==> config.mk <==
export PLATFORM = sky130hd
export DESIGN_NAME = sym_answer_tracker
export DESIGN_NICKNAME = d
export VERILOG_FILES = /design/src/rtl/sym_answer_tracker.sv
export SDC_FILE = /design/constraint.sdc
export NUM_CORES = 1
export LEC_CHECK = 0
export ABC_AREA = 0
export CAP_MARGIN = 20
export CORE_MARGIN = 3
export CORE_UTILIZATION = 49
export DETAILED_ROUTE_END_ITERATION = 8
export HOLD_SLACK_MARGIN = 0.03
export PLACE_DENSITY = 0.76
export SYNTH_ARGS = -nofsm -noshare
export SYNTH_HDL_FRONTEND = slang
export SYNTH_SLANG_ARGS = --single-unit
export TNS_END_PERCENT = 1
==> constraint.sdc <==
create_clock -name Clk -period 2.4 [get_ports Clk]
set_input_delay 0.48 -clock Clk [delete_from_list [all_inputs] [get_ports Clk]]
set_output_delay 0.48 -clock Clk [all_outputs]
set_load 0.03 [all_outputs]
==> src/rtl/sym_answer_tracker.sv <==
// Symbol/answer tracker: counts target symbols during a level, collects the player's guess
// from debounced-free synchronised buttons, and scores |guess - count| on entry to the post period.
module sym_answer_tracker #(
  parameter int CNT_W     = 7,
  parameter int MAX_GUESS = 99
) (
  input  logic             Clk,
  input  logic             reset,
  input  logic             prelimPeriod,
  input  logic             answerPeriod,
  input  logic             postPeriod,
  input  logic             levelChng,
  input  logic             loss,
  input  logic             symValid,
  input  logic             symIsTarget,
  input  logic             btnInc,
  input  logic             btnDec,
  output logic [CNT_W-1:0] symCountDiff,
  output logic [CNT_W-1:0] guess,
  output logic [CNT_W-1:0] targetCount,
  output logic             diffValid
);

  typedef enum logic [2:0] {
    IDLE   = 3'd0,
    PRELIM = 3'd1,
    COUNT  = 3'd2,
    ANSWER = 3'd3,
    SCORE  = 3'd4,
    HOLD   = 3'd5
  } state_t;

  localparam logic [CNT_W-1:0] MAX_V = CNT_W'(MAX_GUESS);

  state_t           state, state_nxt;
  logic [CNT_W-1:0] count_nxt, guess_nxt, diff_nxt;
  logic             inc_s1, inc_s2, inc_prev;
  logic             dec_s1, dec_s2, dec_prev;
  logic             inc_edge, dec_edge;

  assign inc_edge = inc_s2 & ~inc_prev;
  assign dec_edge = dec_s2 & ~dec_prev;

  // Button synchronisers freeze with the rest of the state while the game is lost.
  always_ff @(posedge Clk or posedge reset) begin
    if (reset) begin
      inc_s1   <= 1'b0;
      inc_s2   <= 1'b0;
      inc_prev <= 1'b0;
      dec_s1   <= 1'b0;
      dec_s2   <= 1'b0;
      dec_prev <= 1'b0;
    end else if (!loss) begin
      // NOTE: non-blocking assignments make every flop sample the pre-edge value, so the
      // synchroniser chain shifts by exactly one stage per clock regardless of statement order.
      inc_s1   <= btnInc;
      inc_s2   <= inc_s1;
      inc_prev <= inc_s2;
      dec_s1   <= btnDec;
      dec_s2   <= dec_s1;
      dec_prev <= dec_s2;
    end
  end

  always_comb begin
    // NOTE: every output of this block gets a default first, so no path leaves one
    // unassigned and no latch is inferred.
    state_nxt = state;
    count_nxt = targetCount;
    guess_nxt = guess;
    diff_nxt  = symCountDiff;
    diffValid = 1'b0;

    if (loss) begin
      state_nxt = state;
    end else if (levelChng) begin
      count_nxt = '0;
      guess_nxt = '0;
      state_nxt = prelimPeriod ? PRELIM : COUNT;
    end else begin
      unique case (state)
        IDLE: if (prelimPeriod) state_nxt = PRELIM;
        PRELIM: begin
          if (!prelimPeriod && !answerPeriod && !postPeriod) state_nxt = COUNT;
        end
        COUNT: begin
          if (symValid && symIsTarget && targetCount < MAX_V) count_nxt = targetCount + 1'b1;
          if (answerPeriod)    state_nxt = ANSWER;
          else if (postPeriod) state_nxt = SCORE;
        end
        ANSWER: begin
          if (inc_edge && !dec_edge && guess < MAX_V)    guess_nxt = guess + 1'b1;
          if (dec_edge && !inc_edge && guess != '0)      guess_nxt = guess - 1'b1;
          // A falling answerPeriod with no other phase flag means the answer window closed.
          if (postPeriod || (!answerPeriod && !prelimPeriod)) state_nxt = SCORE;
        end
        SCORE: begin
          diff_nxt  = (guess >= targetCount) ? guess - targetCount : targetCount - guess;
          diffValid = 1'b1;
          state_nxt = HOLD;
        end
        HOLD: if (prelimPeriod) state_nxt = PRELIM;
        default: state_nxt = IDLE;
      endcase
    end
  end

  always_ff @(posedge Clk or posedge reset) begin
    if (reset) begin
      state        <= IDLE;
      targetCount  <= '0;
      guess        <= '0;
      symCountDiff <= '0;
    end else begin
      state        <= state_nxt;
      targetCount  <= count_nxt;
      guess        <= guess_nxt;
      symCountDiff <= diff_nxt;
    end
  end

endmodule

==> reports/results.ini <==
[worst_setup_path]
critPathKind=reg2reg
crit_slowest_cell=dfrtp_2
cp-end-kind=flip-flop
worstPathRequired_ns=2.58
crit_fanout=6
timing.rr.start=guess[5]
critPathArrivalTime_ns=2.60
cp_cell_sequence=nor4_4 -> a211oi_4 -> fa_2 -> a211oi_2 -> o21bai_1 -> a21oi_1 -> xor2_1 -> nor4_1 -> a311o_1
cp_top_family=compound AO/OA/AOI/OAI gates
cp-startpoint=guess[5]
critPathLaunchType=flip-flop
path_buf_inv=0
cpPeakStageDelay_ns=0.42

[detailed_routing]
avgViaCountPerCell=5.87
ant_nets=0
drtIter0Drc=175
drc=0
wl_um=5590
drt_first_pass_iters=5
vias=2067
avgRoutedWirePerCell_um=15.9

[power_and_ir_drop]
ir_drop_v=0.000659
total_leakage_power_nw=1.30
power.density_nw_per_um2=1120

[grt]
grt_usage_pct=22.1
grt_overflow=0
grt_max_degree=17
grt_pass1_wl_um=9030
antenna_found_initial=0
grt_pass1_vias=1958

[place]
dp_hpwl_um=4250
finalWeightedCongestion=0.895
io_buffers=32
post_dp_cell_area_um2=2800
place_inst=342

[synth]
syn-num-nets=275
synthArstFlopShare_pct=100
synth_edf_count=0
synth.distinct_cells=56
synth_flop_cell=dfrtp_1
ys_seq_area_share_pct=33.8
synth_cells=242
syn_area_um2=2220
ys_warn_count=0
avgSynthCellArea_um2=9.17
yosys_register_bits=30

[floorplanning]
fp-row-count=23
io_pins=33
core_um2=4170
start_util_pct=53.2
dieArea_um2=5370
fp.dieW_um=73.3
die_h_um=73.3

[finish]
multi_input_area_um2=1420
final_cell_mix=31 x clkdlybuf4s50_1, 29 x buf_4, 23 x dfrtp_1
diodes=0
regArea_um2=759
drive_above_1_share_pct=22.8
fin_nets=334
syn_to_final_growth_pct=32.6
fill_cells=330
fin_area_um2=2940
final_cells=352
final_common_cell=clkdlybuf4s50_1

[clock_tree]
ctsHoldBuffers=0
clock_tree.root_cell=clkbuf_8
clk_pin_slew_worst_paths_ns=0.07
htreeDepth=2
cts_tree=yes
cts_made_buffers=5
clock_path_buffers=2
clkSinkCount=30
clk_latency_ns=0.29

[sta]
finClkSkew_ns=0.00742
maxSlewViolCount=0
whs_ns=0.476
tightestPinTransition_ns=0.661
fin_ws_ns=-0.0176
rsz0062_at_grt=yes
timing.final.crit_share_pct=101
slew-limit-headroom_pct=55.9
min_period_ns=2.42
fmax_ghz=0.414
finalSetupViolCount=1
hold_viol=0

[run]
drv_cap=0

[hold_path]
min_path_type=reg2reg
hold_start=symCountDiff[1]

[status]
status=finished with violations
violations=setup timing

-- cell type report --
type	instances	area share [%]
multi-input combinational	184	48.3
sequential	30	25.8
timing repair buffer	60	17.9
clock buffer	6	2.81
inverter	20	2.55
tap	50	2.13
clock inverter	2	0.425
-- where the power goes --
| group | internal, W | leakage, nW | switching, W |
|---|---|---|---|
| Sequential | 0.000661 | 0.372 | 0.000140 |
| Clock | 0.000230 | 0.0472 | 0.000211 |
| Combinational | 0.000911 | 0.877 | 0.00113 |
-- logic make-up (layout without fill, tap and decap cells) --
kind of cell / count (synthesis) / in the layout / synth area share [%]
AOI/OAI and AO/OA: 75 / 75 / 24.1
and+or+nand+nor: 71 / 71 / 16.4
DFF: 30 / 30 / 33.8
buffers and inverters: 28 / 88 / 4.91
adders and majority gates: 22 / 22 / 13.4
muxes: 9 / 9 / 4.51
xor gates and xnor gates: 7 / 7 / 2.76
-- flip-flops by register name, summed over array words and instances (netlist names) --
register and cells:
guess 7, inc_s2 1, dec_prev 1, dec_s1 1, inc_prev 1, dec_s2 1
symCountDiff 7, state 3, inc_s1 1, targetCount 7
-- routing by layer --
metal	global-route usage (%)	part of all wire [%]
met3	4.92	5.1
met1	27.4	43
met5	0	0
met4	8.81	1.9
met2	37.0	50
-- synthesized netlist by cell type, drive strengths merged (2+ instances only) --
cell type,number,area (um^2)
o2bb2ai,2,17.5
nand2b,2,12.5
o22ai,5,31.3
and2,2,12.5
dfrtp,30,751
xnor2,3,26.3
a21o,6,45.0
fa,3,60.1
nand2,18,67.6
ha,19,238
a21oi,18,97.6
a31oi,2,12.5
nor4,3,18.8
o21ai,14,81.3
a211oi,3,27.5
o311ai,2,17.5
nor2b,2,12.5
a221oi,2,17.5
a2111oi,2,23.8
xor2,4,35.0
nor3,3,15.0
o21bai,2,15.0
o31ai,3,22.5
a211o,2,17.5
nand4,6,37.5
or4,3,22.5
mux2,8,90.1
clkbuf,5,20.0
inv,20,75.1
o211ai,2,15.0
nand3,11,55.1
o21a,2,15.0
nor2,14,52.6
buf,3,13.8
or3,2,12.5
-- worst paths after layout --
path	endpoint	slack (ns)	cells after the start
max	guess[6]	-0.02	9
min	symCountDiff[1]	0.48	2
max reg2reg	guess[6]	-0.02	9
min reg2reg	symCountDiff[1]	0.48	2
max in group asynchronous	dec_prev	1.23	3
min in group asynchronous	targetCount[1]	0.58	2
-- worst reg2reg max path: stages (launching register included) --
cell and delay, ns:
dfrtp_2 0.42, nor4_4 0.32, a211oi_4 0.14, fa_2 0.37, a211oi_2 0.21, o21bai_1 0.10, a21oi_1 0.17, xor2_1 0.20
nor4_1 0.07, a311o_1 0.31
-- metrics by stage --
stage / utilization [%] / TNS [ns] / total power, W / worst slack [ns]
floorplan: - / -0.0977 / 0.00215 / -0.0977
global placement: 67.2 / 0 / 0.00274 / 0.00753
detailed placement: 67.2 / -0.0460 / 0.00278 / -0.0460
CTS: 70.3 / -0.0350 / 0.00327 / -0.0350
global route: 70.5 / -0.352 / 0.00354 / -0.150
finish: 70.5 / -0.0176 / 0.00328 / -0.0176
-- timing repair --
action	CTS	global route
pin swaps	6	4
resized for setup	2	4
endpoints found under the setup margin	1	6
setup buffers	2	0
No activity file was read; power rests on OpenSTA's default activity.
